--- src/rtl/slave_ctrl_deserializer_pkg.sv ---
// Shared types for the serial slave control path: FSM states, transfer direction and burst mode.
package slave_ctrl_deserializer_pkg;

  typedef enum logic [2:0] {
    IDLE,
    START,
    ID,
    RW,
    BURST,
    ADDR,
    WDATA,
    SKIP
  } state_e;

  typedef enum logic {
    Read_slave  = 1'b0,
    Write_slave = 1'b1
  } rw_e;

  typedef enum logic {
    non_burst = 1'b0,
    burst     = 1'b1
  } burst_e;

  // Number of leading '1' bits that open a header.
  localparam int unsigned HDR_ONES = 3;

endpackage

--- src/rtl/slave_ctrl_deserializer_shift.sv ---
// MSB-first serial-to-parallel shifter with bit counter; done flags the bit that completes a word.
module serial_shift_in #(
  parameter int unsigned WIDTH = 8
) (
  input  logic             clk,
  input  logic             rst_n,
  input  logic             clear,
  input  logic             en,
  input  logic             bit_in,
  output logic [WIDTH-1:0] word,
  output logic             done
);

  localparam int unsigned CW = $clog2(WIDTH + 1);

  logic [WIDTH-1:0] value;
  logic [CW-1:0]    count;

  // word is the value including the bit being sampled now, so it is complete on the done cycle.
  assign word = {value[WIDTH-2:0], bit_in};
  assign done = en && (count == CW'(WIDTH - 1));

  always_ff @(posedge clk or negedge rst_n) begin
    if (!rst_n) begin
      value <= '0;
      count <= '0;
    end else if (clear) begin
      value <= '0;
      count <= '0;
    end else if (en) begin
      value <= word;
      count <= done ? '0 : count + 1'b1;
    end
  end

endmodule

--- src/rtl/slave_ctrl_deserializer.sv ---
// Serial slave front end: decodes the header on control, assembles write words from wD,
// and issues registered write/read strobes.
module slave_ctrl_deserializer
  import slave_ctrl_deserializer_pkg::*;
#(
  parameter int unsigned DATA_WIDTH    = 8,
  parameter int unsigned ADDRESS_WIDTH = 12,
  parameter logic [1:0]  SLAVEID       = 2'd1
) (
  input  logic                     clk,
  input  logic                     rstN,
  input  logic                     control,
  input  logic                     wD,
  input  logic                     valid,
  input  logic                     last,
  output logic                     ready,
  output logic                     wr_en,
  output logic [DATA_WIDTH-1:0]    wr_data,
  output logic [ADDRESS_WIDTH-1:0] wr_addr,
  output logic                     rd_start,
  output logic [ADDRESS_WIDTH-1:0] rd_addr,
  output logic                     rd_burst
);

  state_e                   state, next;
  logic [1:0]               cnt;
  logic [1:0]               id_bits;
  rw_e                      rw_q;
  burst_e                   burst_q;
  logic [ADDRESS_WIDTH-1:0] cur_addr;

  logic                     addr_en, addr_done, data_en, data_done, shift_clear;
  logic [ADDRESS_WIDTH-1:0] addr_word;
  logic [DATA_WIDTH-1:0]    data_word;
  logic                     id_ok;

  assign id_ok       = (id_bits == SLAVEID);
  assign shift_clear = (state == IDLE);

  serial_shift_in #(.WIDTH(ADDRESS_WIDTH)) u_addr_shift (
    .clk(clk), .rst_n(rstN), .clear(shift_clear), .en(addr_en),
    .bit_in(control), .word(addr_word), .done(addr_done)
  );

  serial_shift_in #(.WIDTH(DATA_WIDTH)) u_data_shift (
    .clk(clk), .rst_n(rstN), .clear(shift_clear), .en(data_en),
    .bit_in(wD), .word(data_word), .done(data_done)
  );

  always_ff @(posedge clk or negedge rstN) begin
    if (!rstN) state <= IDLE;
    else       state <= next;
  end

  always_comb begin
    next    = state;
    ready   = 1'b0;
    addr_en = 1'b0;
    data_en = 1'b0;
    case (state)
      IDLE: begin
        ready = 1'b1;
        if (control) next = START;
      end
      START: begin
        if (!control)                         next = IDLE;
        else if (cnt == 2'(HDR_ONES - 1))     next = ID;
      end
      ID:    if (cnt == 2'd1) next = RW;
      RW:    next = BURST;
      BURST: next = ADDR;
      ADDR: begin
        addr_en = 1'b1;
        if (addr_done) begin
          if (!id_ok)                  next = SKIP;
          else if (rw_q == Write_slave) next = WDATA;
          else                          next = IDLE;
        end
      end
      WDATA: begin
        data_en = valid;
        if (data_done && (burst_q == non_burst || last)) next = IDLE;
      end
      SKIP:    next = IDLE;
      default: next = IDLE;
    endcase
  end

  always_ff @(posedge clk or negedge rstN) begin
    if (!rstN) begin
      cnt      <= '0;
      id_bits  <= '0;
      rw_q     <= Read_slave;
      burst_q  <= non_burst;
      cur_addr <= '0;
      wr_en    <= 1'b0;
      wr_data  <= '0;
      wr_addr  <= '0;
      rd_start <= 1'b0;
      rd_addr  <= '0;
      rd_burst <= 1'b0;
    end else begin
      wr_en    <= 1'b0;
      rd_start <= 1'b0;
      case (state)
        IDLE:  cnt <= control ? 2'd1 : '0;
        START: cnt <= (control && cnt != 2'(HDR_ONES - 1)) ? cnt + 2'd1 : '0;
        ID: begin
          id_bits <= {id_bits[0], control};
          cnt     <= (cnt == 2'd1) ? '0 : cnt + 2'd1;
        end
        RW:    rw_q    <= rw_e'(control);
        BURST: burst_q <= burst_e'(control);
        ADDR: begin
          if (addr_done) begin
            cur_addr <= addr_word;
            if (id_ok && rw_q == Read_slave) begin
              rd_start <= 1'b1;
              rd_addr  <= addr_word;
              rd_burst <= (burst_q == burst);
            end
          end
        end
        WDATA: begin
          if (data_done) begin
            wr_en    <= 1'b1;
            wr_data  <= data_word;
            wr_addr  <= cur_addr;
            cur_addr <= cur_addr + 1'b1;
          end
        end
        default: ;
      endcase
    end
  end

endmodule

--- config.mk ---
export PLATFORM = sky130hd
export DESIGN_NAME = slave_ctrl_deserializer
export DESIGN_NICKNAME = d
export VERILOG_FILES = /design/src/rtl/slave_ctrl_deserializer_pkg.sv /design/src/rtl/slave_ctrl_deserializer_shift.sv /design/src/rtl/slave_ctrl_deserializer.sv
export SDC_FILE = /design/constraint.sdc
export NUM_CORES = 1
export LEC_CHECK = 0
export BUFFER_PORTS_ARGS = -buffer_cell sky130_fd_sc_hd__buf_4
export CAP_MARGIN = 20
export CORE_MARGIN = 5
export CORE_UTILIZATION = 45
export DETAILED_ROUTE_END_ITERATION = 16
export GPL_TIMING_DRIVEN = 1
export PLACE_DENSITY_LB_ADDON = 0.1
export SLEW_MARGIN = 20
export SYNTH_ARGS = -nofsm -noshare
export SYNTH_HDL_FRONTEND = slang
export SYNTH_SLANG_ARGS = --single-unit
--- constraint.sdc ---
create_clock -name clk -period 2.1 [get_ports clk]
set_clock_uncertainty 0.15 [all_clocks]
set_input_delay 0.42 -clock clk [delete_from_list [all_inputs] [get_ports clk]]
set_output_delay 0.42 -clock clk [all_outputs]
set_load 0.02 [all_outputs]
== Word level (Yosys, flattened, before mapping) ==
Cells that the tools add are included.
Widths: inputs -> output; s select.
Storage, ports and cells
  bits in registers: 82
  input port bits: 6
Operators by class
  reductions and logical operators: 15
  bitwise gates (word level): 2
  equal/unequal tests: 19
  muxes and demuxes: 34
  $add $sub $neg: 4
Operators with widths (count)
  $mux 12: 2
  $mux 3: 8
  $mux 4: 6
  $pmux 12 s2: 1
  $pmux 3 s8: 1
  $mux 11: 2
  $mux 7: 2
  $add 12x1->12 const B: 1
  $eq 3x3->1 const B: 4
  $ne 2x2->1 const B: 5
  $mux 1: 9
  $add 4x1->4 const B: 2
  $eq 3x2->1 const B: 2
  $pmux 2 s3: 1
  $reduce_and 3->1: 2
  $reduce_bool 2->1: 3
  $logic_and 1x1->1: 5
  $reduce_and 5->1: 1
  $eq 2x1->1 const B: 2
  $eq 4x3->1 const B: 1
  $eq 4x4->1 const B: 1
  $mux 2: 2
  $eq 3x1->1 const B: 1
  $logic_not 3->1: 1
  8 further kinds: 9

== Depth between registers and ports, before layout ==
Gate-level depths: netlist (run 1).
  depth after elaboration: 6
  mapped depth: 7

== By module ==
Synthesis (run 1) repeated with hierarchy kept, for this count alone.
Unflattened totals
  cell total of the unflattened synthesis: 328
  area, all modules: 3842.4 um2
By module, submodules not included
  slave_ctrl_deserializer: cells an instance 227, times used 1, area each 2661.3 um2
  serial_shift_in (u_addr_shift): cells an instance 60, times used 1, area each 680.7 um2
  serial_shift_in (u_data_shift): cells an instance 41, times used 1, area each 500.5 um2

== Least setup slack after synthesis (run 1) ==
No wires, ideal clock.
  path kind: register -> register
  from: reg u_addr_shift.count[0]
  to: reg rd_addr[10]
  path slack: 0.277 ns
  clock period less this slack: 1.823 ns
  cell stages (with the launch flop): 7
  arrival: 1.548 ns
  library setup time: 0.125 ns
  buffers on the path: 2
  data required time: 1.825 ns
  path through: dfrtp_1 ha_1 and3b_1 and3_1 buf_6 buf_6 mux2_4
On the way
  longest elaborated chain between the ends: 3
Ends and longest elaborated chain
  start, declared: line slave_ctrl_deserializer_shift.sv:17  | logic [CW-1:0] count;
  start signal, assigned: line slave_ctrl_deserializer_shift.sv:32  | count <= done ? '0 : count + 1'b1;
  $eq 4x4->1: line slave_ctrl_deserializer_shift.sv:21  | assign done = en && (count == CW'(WIDTH - 1));
  $logic_and 1x1->1: line slave_ctrl_deserializer_shift.sv:21
  $reduce_and 3->1 (no line)
  end signal, assigned: line slave_ctrl_deserializer.sv:119  | rd_addr <= addr_word;
  end, declared: line slave_ctrl_deserializer.sv:21  | output logic [ADDRESS_WIDTH-1:0] rd_addr,
Every way passes these cells.
A chain may end at the register's enable or synchronous reset.

== Worst setup path in the final report (run 1) ==
  from: reg state[0]
  to: out ready
On the way
  longest elaborated chain between the ends: 2
Ends and longest elaborated chain
  start, declared: line slave_ctrl_deserializer.sv:25  | state_e state, next;
  start signal, assigned: line slave_ctrl_deserializer.sv:52  | else state <= next;
  $logic_not 3->1: line slave_ctrl_deserializer.sv:60  | case (state)
  $mux 1: line slave_ctrl_deserializer.sv:60
  end, declared: line slave_ctrl_deserializer.sv:16  | output logic ready,
Every way passes these cells.

==> results of run 1 <==
## cells by family after synthesis
| logic type | Yosys count |
|---|---|
| AO/OA/AOI/OAI | 77 |
| XOR/XNOR | 1 |
| adder cells (fa/ha/maj) | 6 |
| buffers and inverters | 29 |
| flip-flops | 82 |
| multiplexers | 36 |
| AND/OR/NAND/NOR | 75 |
## per-layer routing
metal	global-route usage (%)	vias to the layer above	routed length, um
li1	-	1220	-
met2	20.7	73	3150
met4	6.44	0	130
met5	0	-	0
met3	3.24	8	389
met1	23.9	1239	3740
## final timing paths
path	slack, ps	startpoint	depth (start not counted)	end
worst min-delay path	160	wD	2	u_data_shift.value[0]
worst max register to register	160	state[1]	5	rd_burst
worst max-delay path	80	state[0]	4	ready
min in group asynchronous	360	rstN	2	wr_data[7]
worst min register to register	360	u_data_shift.value[6]	1	u_data_shift.value[6]
max in group asynchronous	870	rstN	3	rd_addr[0]
## metrics by stage
stage	worst slack [ps]	instance area, um^2	total power, W	instances	util (%)
global route	1.78	4450	0.00469	461	54.2
CTS	22.6	4440	0.00440	461	54.0
finish	81.9	4450	0.00438	461	54.2
detailed placement	62.8	4240	0.00330	444	51.6
global placement	114	4240	0.00328	444	51.6
floorplan	277	3790	0.00293	306	-
## power groups by stage
stage               sequential [W]  combinational (W)  clock [W]
finish                     0.00211            0.00119    0.00109
global route               0.00216            0.00134    0.00119
CTS                        0.00210            0.00117    0.00113
detailed placement         0.00213            0.00117          0
global placement           0.00212            0.00115          0
floorplan                  0.00202           0.000901          0
## final cells by class
class                      instances  share of cell area [%]
clock buffer                      10                    3.09
clock inverter                     6                    1.12
inverter                           7                   0.590
multi-input combinational        195                    35.4
sequential                        82                    46.1
tap                              105                    2.95
timing repair buffer              56                    10.7
## cells in the final DEF, fill, tap and decap left out, drive strengths merged, types with 6 or more instances in the layout
cell type	n
dfrtp	82
o22ai	6
mux2	36
nand3	9
ha	6
clkbuf	10
inv	9
a21oi	15
o21ai	12
nand2b	7
a22o	23
buf	55
nor2	11
nand2	20
## worst max-delay path, stage by stage, from the launching register on
cell,delay (ps)
dfrtp_1,420
buf_6,160
nor3_4,210
buf_4,170
buf_4,140
## repair_timing
| item | in CTS | in global routing |
|---|---|---|
| gates resized for setup | 0 | 3 |
| endpoints found under the hold margin | 24 | 0 |
| setup endpoints to repair | 0 | 3 |
| hold buffers | 1 | 0 |
## registers in the layout, summed over array words and instances, names as in the netlist
name                flops
cur_addr               12
rd_addr                12
wr_addr                12
u_addr_shift.value     11
wr_data                 8
u_data_shift.value      7
u_addr_shift.count      4
u_data_shift.count      4
state                   3
cnt                     2
id_bits                 2
burst_q                 1
rd_burst                1
rd_start                1
rw_q                    1
wr_en                   1
==> results.yml, run 1 <==
outcome:
  status: "complete, no violations"
clock_network:
  clock_sinks: 82
  htree_num_levels: 3
  cts.clk_slew.worst_paths_ps: 90
  cts_buffers: 9
  cts_tree: "built"
  clockBufferDepth: 2
  cts_root_buf: "clkbuf_8"
  clk_latency_ps: 350
  cts_setup_buffers: 0
routing:
  drtPass1Iterations: 4
  ant_nets: 0
  drt-initial-drc-count: 97
  drc_errors: 0
  drt-vias-per-instance: 5.51
  wl_per_cell_um: 16.1
  vias: 2540
  wl_um: 7410
setup_path:
  critical_path_class: "reg -> out"
  crit_arrival_ps: 1450
  crit_path_start_kind: "flip-flop"
  crit_path_end_kind: "output port"
  critPathMaxFanout: 14
  cp_data_required_time_ps: 1530
placed_design:
  numPortBuffers: 41
  place_congestion: 0.791
  post-dp-hpwl_um: 4980
power:
  sequentialPowerShare_pct: 48.1
  power.leakage_nw: 2.13
  clock_power_share_pct: 24.8
  internal_power_w: 0.00286
  switchingPower_w: 0.00153
  power_switching_share_pct: 34.8
  p_per_area_mw_per_mm2: 985
  ir_drop_mv: 0.448
  pwr-share-comb_pct: 27.1
timing:
  hold_viol: 0
  setup_viol: 0
  worst_pin_slew_ps: 616
  whs_ps: 161
  rsz0062_at_grt: "false"
  slew_violations: 0
  fin_crit_ps: 2020
  slew_headroom_pct: 58.9
  post-route-period-util_pct: 96.1
  fmax_mhz: 496
  setup_tns_ps: 0
logic_synthesis:
  async_reset_ff_share_pct: 100
  yosys.area_share.simple_pct: 10.9
  yosysTopAreaCell: "dfrtp_1"
  synthMuxAreaShare_pct: 13.4
  synth_area_leaders: "dfrtp_1 54%, mux2_4 11%, a22o_1 5.3%, mux2_2 2.7%, buf_6 2.1%"
  synth.yosys.warnings: 0
  synth_top_area_share_pct: 54.1
  synthAdderAreaFrac_pct: 1.98
  synth.net_count: 318
  ys.flop_type: "dfrtp_1"
  synth-edff-count: 0
  synth.distinct_cells: 46
  synth_top_family_by_area: "compound AO/OA/AOI/OAI gates"
  ys_seq_area_share_pct: 54.1
  syn-instance-count: 306
  synth.avg_cell_area_um2: 12.4
  synth_commonest_cells: "82 x dfrtp_1, 27 x mux2_4, 23 x a22o_1"
  synth_compound_area_share_pct: 14.9
  synth_area_mm2: 0.00379
  yosys.area_share.xor_xnor_pct: 0.231
  synth.most_common_cell: "dfrtp_1"
  synth-seq-cells: 82
floorplanning:
  core_mm2: 0.00822
  start_util_pct: 46.1
  rows: 33
  die_x_um: 102
  die_area_mm2: 0.0104
  pin_count: 42
  die_y_um: 102
grt:
  grt_max_degree: 42
  grt_overflow_total: 0
  antenna_found_initial: 0
  grt_pass1_wl_um: 12300
  track_usage_pct: 15.4
  first_global_vias: 2413
min_path:
  min_path_type: "in -> reg"
flow_run:
  cap_violations: 0
layout:
  antenna_cells: 0
  layout-drive-gt1-share_pct: 32.6
  multi_input_area_mm2: 0.00158
  regArea_mm2: 0.00205
  nNetsFinal: 363
  syn_to_final_growth_pct: 17.4
  fillers: 736
No activity file was read; power rests on OpenSTA's default activity.
==> run 2, diff against run 1 <==
ABC_AREA = 1   (was unset)
==> results.yml, run 2 <==
logic_synthesis:
  synth_area_mm2: 0.00370
  synth.most_common_cell: "nand2_1"
  ys_seq_area_share_pct: 55.4
  async_reset_ff_share_pct: 100
  synth_commonest_cells: "110 x nand2_1, 82 x dfrtp_1, 59 x inv_1"
  yosysTopAreaCell: "dfrtp_1"
  synth_area_leaders: "dfrtp_1 55%, nand2_1 11%, o21ai_0 6.6%, inv_1 6.0%, nand3_1 3.8%"
  synth.distinct_cells: 34
  synth.net_count: 438
  synth_top_area_share_pct: 55.4
  synth-seq-cells: 82
  synth.yosys.warnings: 0
  synth.avg_cell_area_um2: 8.69
  syn-instance-count: 426
  synth-edff-count: 0
  ys.flop_type: "dfrtp_1"
min_path:
  min_path_type: "in -> reg"
routing:
  ant_nets: 0
  vias: 2869
  drc_errors: 0
  drt-vias-per-instance: 4.94
  drt-initial-drc-count: 109
  wl_um: 7530
  drtPass1Iterations: 5
  wl_per_cell_um: 13.0
floorplanning:
  start_util_pct: 45.5
  pin_count: 42
  core_mm2: 0.00813
  rows: 33
  die_y_um: 101
  die_x_um: 101
  die_area_mm2: 0.0101
layout:
  antenna_cells: 0
  layoutNonFillerInstCount: 581
  layout_commonest_cell: "nand2_1"
  layout_common_cells: "110 x nand2_1, 82 x dfrtp_1, 59 x inv_1, 49 x o21ai_0, 46 x buf_4"
  layout-drive-gt1-share_pct: 15.5
  syn_to_final_growth_pct: 16.9
  nNetsFinal: 484
  top_regs: "cur_addr x12, rd_addr x12, wr_addr x12"
  final_util_pct: 53.2
placed_design:
  dp_cells: 565
  post-dp-hpwl_um: 5530
  place_congestion: 0.843
  numPortBuffers: 41
  pre_cts_ws_ps: 296
power:
  ir_drop_mv: 0.434
  p_per_area_mw_per_mm2: 903
  power.leakage_nw: 2.22
timing:
  slew_headroom_pct: 74.2
  post-route-period-util_pct: 94.7
  setup_slack_ps: 111
  slew_violations: 0
  fmax_mhz: 503
  hold_viol: 0
  rsz0062_at_grt: "false"
  setup_tns_ps: 0
  worst_pin_slew_ps: 386
  fin_crit_ps: 1990
  setup_viol: 0
setup_path:
  cp.buffers_inverters: 2
  crit_arrival_ps: 1420
  path_cells: "nor2_2 -> nand2_1 -> inv_1 -> buf_4"
  crit_slowest_cell: "dfrtp_1"
  cp_top_family: "flip-flops"
  critPathMaxFanout: 7
  crit_path_start_kind: "flip-flop"
  cp_data_required_time_ps: 1530
  cpPeakStageDelay_ps: 490
  crit_path_end_kind: "output port"
  critical_path_class: "reg -> out"
clock_network:
  clk_latency_ps: 340
  cts.clk_slew.worst_paths_ps: 80
  htree_num_levels: 3
  clockBufferDepth: 2
  clock_sinks: 82
  cts_setup_buffers: 0
  cts_tree: "built"
  cts_buffers: 9
  cts_root_buf: "clkbuf_8"
outcome:
  status: "complete, no violations"
grt:
  antenna_found_initial: 0
  grt_overflow_total: 0
  first_global_vias: 2851
  grt_max_degree: 40
  track_usage_pct: 16.4
  grt_pass1_wl_um: 13300
flow_run:
  cap_violations: 0
## run 2: cell families (layout without fill, tap and decap cells)
| logic type | Yosys count | in the layout | share of synthesized area [%] |
|---|---|---|---|
| xor+xnor | 2 | 2 | 0.473 |
| simple gates | 167 | 167 | 19.7 |
| buf+inv | 75 | 125 | 8.41 |
| fa+ha+maj | 6 | 6 | 2.03 |
| compound gates | 94 | 94 | 14.0 |
| flops | 82 | 82 | 55.4 |
## run 2: path summary, 6_finish.rpt
kind	cells past startpoint	from	end	slack (ps)
min in group asynchronous	2	rstN	u_data_shift.value[2]	360
max reg2reg	8	state[0]	u_data_shift.count[0]	310
max	4	state[1]	ready	110
min	3	control	id_bits[0]	190
min reg2reg	2	wr_addr[4]	wr_addr[4]	340
max in group asynchronous	3	rstN	wr_addr[0]	830
## run 2: cell type report
| class | instances | area (um^2) |
|---|---|---|
| fill | 771 | 3810 |
| tap | 105 | 131 |
| clock buffer | 11 | 141 |
| timing repair buffer | 48 | 375 |
| inverter | 62 | 233 |
| multi-input combinational | 269 | 1340 |
| sequential | 82 | 2050 |
| clock inverter | 4 | 52.6 |
## run 2: power by group
part	leakage, nW	total [W]	switching, W	internal, W
combinational	1.02	0.000914	0.000598	0.000316
clock	0.0994	0.00113	0.000550	0.000579
sequential	1.10	0.00187	0.000140	0.00172
## run 2: stage by stage
step | power [W] | hold slack [ps] | cell area, um^2
5_1_grt | 0.00417 | 192 | 4330
6_report | 0.00391 | 194 | 4330
4_1_cts | 0.00394 | 183 | 4320
2_1_floorplan | 0.00255 | -25.6 | 3700
3_3_place_gp | 0.00278 | 192 | 4120
3_5_place_dp | 0.00281 | 191 | 4120
## run 2: layer usage
layer	global-route usage (%)	share of wire [%]	vias up
met4	6.42	1.6	0
met1	23.0	50	1327
li1	-	-	1474
met5	0	0	-
met2	24.9	43	56
met3	3.53	5.1	12
## run 2: worst reg2reg max path, stage by stage (launching register included)
cell and delay (ps):
dfrtp_1 450, inv_1 150, nand3_4 180, inv_2 130, nand2_4 90, nand2_1 270, o21ai_0 130, o21ai_0 90
inv_1 50
## run 2: what timing repair did
action / CTS / global route
hold buffers: 1 / 0
gates resized for setup: 0 / 1
endpoints found under the hold margin: 20 / 0
setup endpoints to repair: 0 / 1
